File: src/rtl/axi_bridge_pkg.sv
// Shared definitions for the AXI-to-AXI-lite write bridge.
// Contents: AXI response and burst codes, write-bridge FSM state encoding.
// No logic; imported by the bridge top and its lane packer.
package axi_bridge_pkg;

  localparam logic [1:0] RESP_OKAY   = 2'b00;
  localparam logic [1:0] RESP_SLVERR = 2'b10;
  localparam logic [1:0] BURST_INCR  = 2'b01;

  // Encoding 3'd7 is unused; the FSM treats it as IDLE.
  typedef enum logic [2:0] {
    ST_IDLE      = 3'd0,
    ST_WDATA     = 3'd1,
    ST_LITE      = 3'd2,
    ST_WF_B      = 3'd3,
    ST_RESP      = 3'd4,
    ST_ERR_DRAIN = 3'd5,
    ST_ERR_RESP  = 3'd6
  } wr_state_e;

endpackage

File: src/rtl/axil_wr_lane_pack.sv
// Purpose: maps one AXI write beat onto the AXI-lite data/strobe lanes.
// Latency: combinational, zero cycles.
// Backpressure: none, pure datapath.
// Ports: addr selects the lane; axi_wdata/axi_wstrb in, axil_wdata/axil_wstrb out.
module axil_wr_lane_pack #(
  parameter int ADDR_WIDTH      = 32,
  parameter int AXI_DATA_WIDTH  = 32,
  parameter int AXIL_DATA_WIDTH = 32
) (
  input  logic [ADDR_WIDTH-1:0]        addr,
  input  logic [AXI_DATA_WIDTH-1:0]    axi_wdata,
  input  logic [AXI_DATA_WIDTH/8-1:0]  axi_wstrb,
  output logic [AXIL_DATA_WIDTH-1:0]   axil_wdata,
  output logic [AXIL_DATA_WIDTH/8-1:0] axil_wstrb
);

  localparam int AXI_BYTES  = AXI_DATA_WIDTH / 8;
  localparam int AXIL_BYTES = AXIL_DATA_WIDTH / 8;
  localparam int AXI_LSB    = $clog2(AXI_BYTES);
  localparam int AXIL_LSB   = $clog2(AXIL_BYTES);

  // Only the lane-select address bits matter here; the rest are folded away.
  logic unused_addr;
  assign unused_addr = ^addr;

  generate
    if (AXI_DATA_WIDTH > AXIL_DATA_WIDTH) begin : g_down
      // Wide AXI beat: pick the lite-sized lane the address points at.
      logic [AXI_LSB-AXIL_LSB-1:0] lane;
      logic [AXI_DATA_WIDTH-1:0]   data_shift;
      logic [AXI_BYTES-1:0]        strb_shift;
      assign lane       = addr[AXI_LSB-1:AXIL_LSB];
      assign data_shift = axi_wdata >> (lane * AXIL_DATA_WIDTH);
      assign strb_shift = axi_wstrb >> (lane * AXIL_BYTES);
      assign axil_wdata = data_shift[AXIL_DATA_WIDTH-1:0];
      assign axil_wstrb = strb_shift[AXIL_BYTES-1:0];
    end else if (AXI_DATA_WIDTH < AXIL_DATA_WIDTH) begin : g_up
      // Narrow AXI beat: copy data to every lane, enable only the addressed one.
      localparam int RATIO = AXIL_DATA_WIDTH / AXI_DATA_WIDTH;
      logic [AXIL_LSB-AXI_LSB-1:0] lane;
      assign lane       = addr[AXIL_LSB-1:AXI_LSB];
      assign axil_wdata = {RATIO{axi_wdata}};
      assign axil_wstrb = AXIL_BYTES'(axi_wstrb) << (lane * AXI_BYTES);
    end else begin : g_pass
      assign axil_wdata = axi_wdata;
      assign axil_wstrb = axi_wstrb;
    end
  endgenerate

endmodule

File: src/rtl/axi_axil_bridge_wr.sv
// Purpose: converts single-beat AXI writes into AXI-lite writes; bursts get SLVERR.
// Latency: AW hs cycle 0, W hs 1, lite AW/W 2, lite B 3, s_axi_bvalid 4 (zero-wait peers).
// Backpressure: one transaction in flight; AW/W ready only in their own states.
// Ports: s_axi_aw*/w*/b* AXI slave write side, m_axil_aw*/w*/b* AXI-lite master side.
module axi_axil_bridge_wr
  import axi_bridge_pkg::*;
#(
  parameter int ADDR_WIDTH      = 32,
  parameter int AXI_DATA_WIDTH  = 32,
  parameter int AXI_ID_WIDTH    = 8,
  parameter int AXIL_DATA_WIDTH = 32
) (
  input  logic                         clk,
  input  logic                         rst,
  input  logic [AXI_ID_WIDTH-1:0]      s_axi_awid,
  input  logic [ADDR_WIDTH-1:0]        s_axi_awaddr,
  input  logic [7:0]                   s_axi_awlen,
  input  logic [1:0]                   s_axi_awburst,
  input  logic                         s_axi_awvalid,
  output logic                         s_axi_awready,
  input  logic [AXI_DATA_WIDTH-1:0]    s_axi_wdata,
  input  logic [AXI_DATA_WIDTH/8-1:0]  s_axi_wstrb,
  input  logic                         s_axi_wlast,
  input  logic                         s_axi_wvalid,
  output logic                         s_axi_wready,
  output logic [AXI_ID_WIDTH-1:0]      s_axi_bid,
  output logic [1:0]                   s_axi_bresp,
  output logic                         s_axi_bvalid,
  input  logic                         s_axi_bready,
  output logic [ADDR_WIDTH-1:0]        m_axil_awaddr,
  output logic                         m_axil_awvalid,
  input  logic                         m_axil_awready,
  output logic [AXIL_DATA_WIDTH-1:0]   m_axil_wdata,
  output logic [AXIL_DATA_WIDTH/8-1:0] m_axil_wstrb,
  output logic                         m_axil_wvalid,
  input  logic                         m_axil_wready,
  input  logic [1:0]                   m_axil_bresp,
  input  logic                         m_axil_bvalid,
  output logic                         m_axil_bready
);

  wr_state_e                   state_q, state_d;
  logic [AXI_ID_WIDTH-1:0]     id_q;
  logic [ADDR_WIDTH-1:0]       addr_q;
  logic [AXI_DATA_WIDTH-1:0]   wdata_q;
  logic [AXI_DATA_WIDTH/8-1:0] wstrb_q;
  logic [1:0]                  bresp_q;
  logic                        aw_done, w_done;
  logic                        lite_aw_hs, lite_w_hs;

  // Burst type never changes the outcome: length alone decides accept vs. reject.
  logic unused_burst;
  assign unused_burst = ^s_axi_awburst;

  assign lite_aw_hs = m_axil_awvalid && m_axil_awready;
  assign lite_w_hs  = m_axil_wvalid && m_axil_wready;

  // State register
  always_ff @(posedge clk) begin
    if (rst) state_q <= ST_IDLE;
    else     state_q <= state_d;
  end

  // Next-state logic
  always_comb begin
    state_d = state_q;
    case (state_q)
      ST_IDLE:      if (s_axi_awvalid)
                      state_d = (s_axi_awlen == 8'd0) ? ST_WDATA : ST_ERR_DRAIN;
      ST_WDATA:     if (s_axi_wvalid) state_d = ST_LITE;
      // Lite AW and W complete independently; leave once both have.
      ST_LITE:      if ((aw_done || lite_aw_hs) && (w_done || lite_w_hs))
                      state_d = ST_WF_B;
      ST_WF_B:      if (m_axil_bvalid) state_d = ST_RESP;
      ST_RESP:      if (s_axi_bready) state_d = ST_IDLE;
      ST_ERR_DRAIN: if (s_axi_wvalid && s_axi_wlast) state_d = ST_ERR_RESP;
      ST_ERR_RESP:  if (s_axi_bready) state_d = ST_IDLE;
      default:      state_d = ST_IDLE;
    endcase
  end

  // Outputs
  always_comb begin
    s_axi_awready  = 1'b0;
    s_axi_wready   = 1'b0;
    s_axi_bvalid   = 1'b0;
    s_axi_bid      = '0;
    s_axi_bresp    = RESP_OKAY;
    m_axil_awvalid = 1'b0;
    m_axil_wvalid  = 1'b0;
    m_axil_bready  = 1'b0;
    case (state_q)
      ST_IDLE:      s_axi_awready = 1'b1;
      ST_WDATA:     s_axi_wready  = 1'b1;
      ST_LITE: begin
        m_axil_awvalid = !aw_done;
        m_axil_wvalid  = !w_done;
      end
      ST_WF_B:      m_axil_bready = 1'b1;
      ST_RESP: begin
        s_axi_bvalid = 1'b1;
        s_axi_bid    = id_q;
        s_axi_bresp  = bresp_q;
      end
      ST_ERR_DRAIN: s_axi_wready = 1'b1;
      ST_ERR_RESP: begin
        s_axi_bvalid = 1'b1;
        s_axi_bid    = id_q;
        s_axi_bresp  = RESP_SLVERR;
      end
      default: ;
    endcase
  end

  // Captured transaction context
  always_ff @(posedge clk) begin
    if (rst) begin
      id_q    <= '0;
      addr_q  <= '0;
      wdata_q <= '0;
      wstrb_q <= '0;
      bresp_q <= RESP_OKAY;
      aw_done <= 1'b0;
      w_done  <= 1'b0;
    end else begin
      if (state_q == ST_IDLE && s_axi_awvalid) begin
        id_q   <= s_axi_awid;
        addr_q <= s_axi_awaddr;
      end
      if (state_q == ST_WDATA && s_axi_wvalid) begin
        wdata_q <= s_axi_wdata;
        wstrb_q <= s_axi_wstrb;
        aw_done <= 1'b0;
        w_done  <= 1'b0;
      end
      if (lite_aw_hs) aw_done <= 1'b1;
      if (lite_w_hs)  w_done  <= 1'b1;
      if (state_q == ST_WF_B && m_axil_bvalid) bresp_q <= m_axil_bresp;
    end
  end

  // Address goes out unmodified and held in a register, so it is stable while valid.
  assign m_axil_awaddr = addr_q;

  axil_wr_lane_pack #(
    .ADDR_WIDTH      (ADDR_WIDTH),
    .AXI_DATA_WIDTH  (AXI_DATA_WIDTH),
    .AXIL_DATA_WIDTH (AXIL_DATA_WIDTH)
  ) u_lane_pack (
    .addr       (addr_q),
    .axi_wdata  (wdata_q),
    .axi_wstrb  (wstrb_q),
    .axil_wdata (m_axil_wdata),
    .axil_wstrb (m_axil_wstrb)
  );

endmodule

File: config.mk
export PLATFORM = sky130hd
export DESIGN_NAME = axi_axil_bridge_wr
export DESIGN_NICKNAME = d
export VERILOG_FILES = /design/src/rtl/axi_bridge_pkg.sv /design/src/rtl/axil_wr_lane_pack.sv /design/src/rtl/axi_axil_bridge_wr.sv
export SDC_FILE = /design/constraint.sdc
export NUM_CORES = 1
export LEC_CHECK = 0
export CORE_MARGIN = 5
export CORE_UTILIZATION = 35
export CTS_CLUSTER_SIZE = 14
export DETAILED_ROUTE_END_ITERATION = 10
export PLACE_DENSITY_LB_ADDON = 0.05
export REMOVE_ABC_BUFFERS = 1
export SKIP_CTS_REPAIR_TIMING = 1
export SLEW_MARGIN = 30
export SYNTH_ARGS = -nofsm -noshare
export SYNTH_HDL_FRONTEND = slang
export SYNTH_SLANG_ARGS = --single-unit
File: constraint.sdc
create_clock -name clk -period 1.8 [get_ports clk]
set_clock_uncertainty 0.2 [all_clocks]
set_input_delay 0.54 -clock clk [delete_from_list [all_inputs] [get_ports clk]]
set_output_delay 0.54 -clock clk [all_outputs]
set_load 0.005 [all_outputs]
Word-level counts from Yosys, hierarchy flattened. Index checks and enable logic that the tools add are counted.

Output and inout port bits: 84. Word-level logic and storage cells: 57. Register bits: 83.

Multiplexer cells: 19. Reductions and logical operators: 18. Eq/ne operators: 12.

Operators by type and width (count): 3-bit two-way mux (7); 3-bit one-hot mux with 6 select lines (1); 2-bit inequality test (second input constant) (5); 3-bit == test (second input constant) (3); 1-bit two-way mux (9); 8-bit logical NOT (1); 8-bit two-way mux (1); 1-bit logical AND (7); 3-bit by 2-bit == test with 1-bit output (second input constant) (2); 6-bit AND reduction (1); 2-bit one-hot mux with 2 select lines (1); 2-bit nonzero test (2); 2-bit OR reduction (2); 3-bit by 1-bit == test with 1-bit output (second input constant) (1); 3-bit logical NOT (1); 1-bit logical NOT (2); 1-bit logical OR (2); 2-bit by 1-bit inequality test with 1-bit output (second input constant) (1).

Depth between registers and ports, before layout. Gate-level depths: netlist (run 1).

Word-level depth: 7. Depth in mapped cells: 6. Gate-level depth less buffers: 3.

Modules after synthesis. From an unflattened synthesis (run 1), not the netlist that was laid out.

Cell total of the unflattened synthesis: 433. Area total of the unflattened synthesis: 3445.8 µm².

Modules (own cells, without submodules): axi_axil_bridge_wr (times used 1, area each 3175.5 µm², cells an instance 397); axil_wr_lane_pack (times used 1, area each 270.3 µm², cells an instance 36).

Worst setup path after synthesis (run 1). OpenSTA, ideal clock, no wires.

Path type: register to output. Start: reg state_q[2]. End: out s_axi_bid[0]. Path slack: 88 ps. Arrival time: 972 ps. Stages on the path, launching flop included: 4. Required time: 1060 ps. Path buffers: 1. Cells stage by stage: dfxtp_1 > nor2b_1 > clkbuf_1 > and2_1.

Cells in the longest elaborated chain, start to end: 3. Elaborated cells on any way between the ends: 4.

RTL lines: start, declared (RTL line axi_axil_bridge_wr.sv:42) `wr_state_e state_q, state_d;`; start signal, assigned (RTL line axi_axil_bridge_wr.sv:61) `else state_q <= state_d;`; 3-bit == test (RTL line axi_axil_bridge_wr.sv:92) `case (state_q)`; 2-bit OR reduction (no source line) (*); 8-bit two-way mux (*) (RTL line axi_axil_bridge_wr.sv:92); end, declared (RTL line axi_axil_bridge_wr.sv:26) `output logic [AXI_ID_WIDTH-1:0] s_axi_bid,`.

Every way passes the cells marked *; elsewhere a longest branch is shown, timed or not.

Worst setup path after layout (run 1).
Start: reg state_q[0]. End: out s_axi_bresp[0].

Cells in the longest elaborated chain, start to end: 2. Elaborated cells on any way between the ends: 3.

RTL lines: 3-bit == test (RTL line axi_axil_bridge_wr.sv:92); 2-bit one-hot mux with 2 select lines (*) (RTL line axi_axil_bridge_wr.sv:92); end, declared (RTL line axi_axil_bridge_wr.sv:27) `output logic [1:0] s_axi_bresp,`.

Marked as above.

==> flow_metrics.env, run 1 <==
export IMPL_status="complete, but fails checks"
export IMPL_violations="negative setup slack"
export IMPL_insertion_delay_ns=0.34
export IMPL_nets=685
export IMPL_drive_above_1_share=0.191
export IMPL_synth_area_leaders="dfxtp_1 52%, nand2_1 17%, a21oi_1 13%"
export IMPL_synth_edf_count=0
export IMPL_holdWs_ns=0.250
export IMPL_dieHeight_um=105
export IMPL_synthArstFlopShare=0
export IMPL_slew_violations=0
export IMPL_grt_pass1_vias=3042
export IMPL_rsz0062_at_grt="yes"
export IMPL_path_buf_inv=2
export IMPL_max_freq_mhz=512
export IMPL_overflow=0
export IMPL_yosysUniqueCellTypes=31
export IMPL_finalSetupViolCount=74
export IMPL_preCtsSetupSlack_ns=-0.429
export IMPL_numCtsBuffers=9
export IMPL_cp_slowest_cell="dfxtp_4"
export IMPL_clk_pin_slew_ns=0.08
export IMPL_crit_arrival_ns=1.21
export IMPL_grt_pass1_wl_um=15100
export IMPL_synth_flop_cell="dfxtp_1"
export IMPL_hold_path_endpoint="id_q[0]$_SDFFE_PP0P_"
export IMPL_syn_area_sq_um=3180
export IMPL_yosys_area_top_type_share=0.523
export IMPL_dp_hpwl_um=7020
export IMPL_vias=3356
export IMPL_cp_required_ns=1.06
export IMPL_leakagePower_uw=0.00336
export IMPL_antenna_left=0
export IMPL_wl_per_cell_um=15.7
export IMPL_drc_errors=0
export IMPL_timing_rr_start="state_q[2]$_SDFFE_PP0P_"
export IMPL_use_met2=0.269
export IMPL_layoutNonFillerInstCount=701
export IMPL_antenna_found_initial=0
export IMPL_path_cells="nor2b_4 > buf_6 > and3b_1 > buf_2"
export IMPL_rr_endpoint="m_axil_awaddr[22]$_SDFFE_PP0P_"
export IMPL_powerDensity_nw_per_um2=762
export IMPL_die_w_um=105
export IMPL_finalSetupTns_ns=-6.52
export IMPL_cp_depth=4
export IMPL_clk_root_buffer_cell="clkbuf_8"
export IMPL_max_slew_margin=0.758
export IMPL_grt_util_met1=0.196
export IMPL_max_stage_delay_ns=0.36
export IMPL_avgSynthCellArea_sq_um=8.00
export IMPL_place_inst=672
export IMPL_holdPathStages=2
export IMPL_worstSetupStartpointType="flip-flop"
export IMPL_crit_path_max_fanout=6
export IMPL_grtUsageTotal=0.164
export IMPL_r2r_cells=6
export IMPL_ys_seq_area_frac=0.523
export IMPL_hp_class="reg -> reg"
export IMPL_cts_path_max_buffers=2
export IMPL_period_share=1.09
export IMPL_busiest_layer="met2"
export IMPL_start_util=0.362
export IMPL_ys_seq_elements=83
export IMPL_wl_um=11000
export IMPL_finalCriticalPeriod_ns=1.95
export IMPL_area_growth_syn_to_layout_pct=83.3
export IMPL_gp_congestion=0.759
export IMPL_first_pass_iters=4
export IMPL_synth_area_leader_cell="dfxtp_1"
export IMPL_portBuffers=178
export IMPL_ios=181
export IMPL_drtIter0Drc=123
export IMPL_htreeDepth=3
export IMPL_max_cap_viol_count=0
export IMPL_die_area_sq_um=11100
export IMPL_vias_per_cell=4.79
export IMPL_grt_max_degree=42
export IMPL_hold_viol=0
export IMPL_max_slew_worst_pin_slew_ns=0.362
export IMPL_crit_path_end_kind="primary output"
export IMPL_cts_tree="yes"
export IMPL_coreArea_sq_um=8760
export IMPL_critical_path_top_delay_family="flip-flops"
export IMPL_ir_drop_mv=0.353
export IMPL_rows=34
export IMPL_r2r_setup_slack_ns=-0.15
export IMPL_antenna_cells=0
export IMPL_fin_ws_ns=-0.154
export IMPL_path_class="reg -> out"
export IMPL_hold_start="id_q[0]$_SDFFE_PP0P_"
export IMPL_use_met3=0.0654
export IMPL_syn_inst=397
export IMPL_numClockSinks=83
export IMPL_ys_warn_count=0
==> Yosys cell counts, types with 2 or more instances <==
master,number
and3b_1,3
buf_6,5
nand4b_1,2
a21oi_1,80
or4_1,2
dfxtp_1,83
nor2b_1,3
nand2_2,10
and2_1,8
nand3b_1,3
nor2_1,6
clkbuf_1,14
buf_2,12
nand2_1,145
nand2b_1,2
o21ai_0,3
mux2i_1,2
==> registers in the layout, indices dropped and copies added, names as in the netlist <==
name	flops
m_axil_awaddr	32
wdata_q	32
id_q	8
wstrb_q	4
state_q	3
bresp_q	2
aw_done	1
w_done	1
==> cells in the final DEF, fill, tap and decap left out, types with 3 or more instances in the layout <==
cell               n
buf_6             10
nand2_2           11
nor2_1             5
nand2_4            3
buf_2              9
clkinv_2           3
a21oi_1           74
clkbuf_8           9
dfxtp_2           21
a21oi_2            6
buf_4             12
nand2_1          141
and2_1             5
nand3b_1           3
clkdlybuf4s50_1   92
and3b_1            3
and2_4             3
dlymetal6s2s_1    71
dfxtp_1           61
buf_12             7
clkbuf_16          6
o21ai_0            3
==> metal layers <==
metal,up-vias,wire length [um]
met4,0,173
met2,114,5280
met5,-,0
met3,14,845
li1,1677,-
met1,1551,4670
==> through the flow <==
step,total power [uW],instance area [sq um],util
CTS,4310,5330,0.608
detailed placement,3140,5170,0.590
global placement,3120,5170,0.590
global route,4680,5820,0.664
floorplan,2420,3010,-
finish,4430,5820,0.664
==> worst max path at each step <==
stage,start,end
floorplan,s_axi_wvalid,wdata_q[0]$_SDFFE_PP0P_
global placement,s_axi_awvalid,m_axil_awaddr[29]$_SDFFE_PP0P_
detailed placement,s_axi_awvalid,m_axil_awaddr[15]$_SDFFE_PP0P_
CTS,state_q[2]$_SDFFE_PP0P_,s_axi_bresp[0]
global route,state_q[0]$_SDFFE_PP0P_,s_axi_bresp[0]
finish,state_q[0]$_SDFFE_PP0P_,s_axi_bresp[0]
==> cell type report <==
type | count | area (sq um)
clock buffer | 11 | 131
clock inverter | 5 | 30.0
fill | 750 | 2940
inverter | 1 | 3.75
multi-input combinational | 282 | 1440
sequential | 83 | 1690
tap | 108 | 135
timing repair buffer | 211 | 2390
==> cell families (layout without fill, tap and decap cells) <==
logic type	after synthesis	count (layout)	share of synthesized area
AND/OR/NAND/NOR	191	191	0.271
AO/OA/AOI/OAI	89	89	0.145
flip-flops	83	83	0.523
buffers and inverters	32	228	0.0544
multiplexers	2	2	0.00630
==> worst register-to-register path, cell delays in order, from the launching register on <==
cell     delay [ns]
dfxtp_2        0.32
buf_4          0.15
buf_6          0.14
or4b_4         0.68
buf_12         0.20
nand2_1        0.08
a21oi_1        0.07
==> power by group <==
| part | switching (uW) | leakage [uW] | internal [uW] |
|---|---|---|---|
| clock | 662 | 0.0000791 | 496 |
| sequential | 71.2 | 0.000686 | 1980 |
| combinational | 511 | 0.00260 | 715 |
(Power assumes the default switching activity.)
==> run 2, diff against run 1 <==
- CORE_UTILIZATION: 35 -> 34
- clock period: 1.8 -> 1.7 ns (I/O delays scaled with it)
==> run 2 against run 1 <==
The flow still finishes with violations (negative setup slack). Via count up 6.2%. Wire length increased by 17%. First-iteration DRC count shrank 6.5%. Utilization increased by 6.9 points. Sequential power up 7%. Hold slack improved by 0.00089 ns. Setup slack worse by 0.17 ns. Critical path depth grew 1. Final cell count rose by 4.4%. Non-clock buffer count rose by 28. Combinational power grew 38%. Sequential cell count unchanged. Highest routed layer unchanged.
==> flow_metrics.env, run 2 (same netlist as run 1, synthesis figures left out) <==
export IMPL_finalSetupViolCount=92
export IMPL_grt_pass1_wl_um=14800
export IMPL_hp_class="reg -> reg"
export IMPL_numCtsBuffers=9
export IMPL_hold_viol=0
export IMPL_nets=713
export IMPL_clk_pin_slew_ns=0.09
export IMPL_drc_errors=0
export IMPL_cts_tree="yes"
export IMPL_vias_per_cell=4.87
export IMPL_clk_root_buffer_cell="clkbuf_8"
export IMPL_status="complete, but fails checks"
export IMPL_final_cell_mix="91 x nand2_1, 91 x clkdlybuf4s50_1, 70 x dlymetal6s2s_1"
export IMPL_cp_required_ns=0.99
export IMPL_antenna_found_initial=0
export IMPL_vias=3564
export IMPL_timing_rr_start="state_q[2]$_SDFFE_PP0P_"
export IMPL_portBuffers=178
export IMPL_final_design_area_no_fill_sq_um=6710
export IMPL_finalPower_uw=5170
export IMPL_finalCriticalPeriod_ns=2.02
export IMPL_wl_per_cell_um=17.6
export IMPL_area_growth_syn_to_layout_pct=111
export IMPL_overflow=0
export IMPL_max_freq_mhz=494
export IMPL_antenna_cells=0
export IMPL_antenna_left=0
export IMPL_dpl_instance_area_sq_um=5160
export IMPL_coreArea_sq_um=9150
export IMPL_drive_above_1_share=0.396
export IMPL_insertion_delay_ns=0.34
export IMPL_start_util=0.347
export IMPL_n_fill_cell=660
export IMPL_die_area_sq_um=11400
export IMPL_gp_congestion=0.785
export IMPL_max_slew_worst_pin_slew_ns=0.363
export IMPL_ir_drop_mv=0.491
export IMPL_period_share=1.19
export IMPL_cts_path_max_buffers=2
export IMPL_slew_violations=0
export IMPL_leakagePower_uw=0.00377
export IMPL_crit_path_start="state_q[2]$_SDFFE_PP0P_"
export IMPL_dp_hpwl_um=6880
export IMPL_grt_pass1_vias=3106
export IMPL_die_w_um=107
export IMPL_fin_ws_ns=-0.323
export IMPL_crit_path_end_kind="primary output"
export IMPL_powerDensity_nw_per_um2=770
export IMPL_grtUsageTotal=0.162
export IMPL_htreeDepth=3
export IMPL_ios=181
export IMPL_dieHeight_um=107
export IMPL_rsz0062_at_grt="yes"
export IMPL_worstSetupStartpointType="flip-flop"
export IMPL_drtIter0Drc=115
export IMPL_crit_path_max_fanout=6
export IMPL_max_slew_margin=0.758
export IMPL_hold_start="wdata_q[27]$_SDFFE_PP0P_"
export IMPL_rows=35
export IMPL_wl_um=12900
export IMPL_numClockSinks=83
export IMPL_grt_max_degree=61
export IMPL_r2r_setup_slack_ns=-0.21
export IMPL_first_pass_iters=4
export IMPL_max_cap_viol_count=0
export IMPL_violations="negative setup slack"
export IMPL_crit_arrival_ns=1.31
export IMPL_path_class="reg -> out"
-- run 2: metal layers --
metal,share of wire,global-route usage,up-vias
met5,0,0,-
met4,0.018,0.0548,0
met3,0.072,0.0560,17
met2,0.52,0.268,137
met1,0.39,0.198,1674
li1,-,-,1736
-- run 2: final cells by class --
type / count / area [sq um] / share of cell area
repair buffers: 239 / 2790 / 0.416
multi-input cells: 282 / 1900 / 0.283
flip-flops and latches: 83 / 1710 / 0.254
well taps: 111 / 139 / 0.0207
clock buffers: 9 / 124 / 0.0185
clock inverters: 7 / 51.3 / 0.00765
inverters: 1 / 3.75 / 0.000559
-- run 2: critical path: stages (launching register included) --
cell and delay [ns]:
dfxtp_2 0.33, nor2b_4 0.18, buf_6 0.11, buf_6 0.10, and3b_1 0.14, buf_2 0.11
-- run 2: worst paths after layout --
kind	endpoint	cells past startpoint
worst min register to register	wdata_q[27]$_SDFFE_PP0P_	2
worst max register to register	m_axil_awaddr[31]$_SDFFE_PP0P_	6
worst min-delay path	wdata_q[27]$_SDFFE_PP0P_	2
worst max-delay path	s_axi_bresp[0]	5
-- run 2: through the flow --
step	hold WS, ns	worst slack [ns]	instances	utilization	setup TNS, ns
finish	0.251	-0.323	732	0.733	-12.54
global route	0.271	-0.394	732	0.733	-18.82
detailed placement	0.243	-0.552	675	0.564	-39.51
floorplan	0.226	-1.96	366	-	-114.97
global placement	0.237	-0.542	675	0.564	-37.76
CTS	0.255	-0.703	691	0.583	-32.94
-- run 2: power by group --
| part | internal [uW] | switching, uW | total [uW] |
|---|---|---|---|
| clock network | 538 | 747 | 1280 |
| logic | 995 | 703 | 1700 |
| registers | 2100 | 88.1 | 2190 |
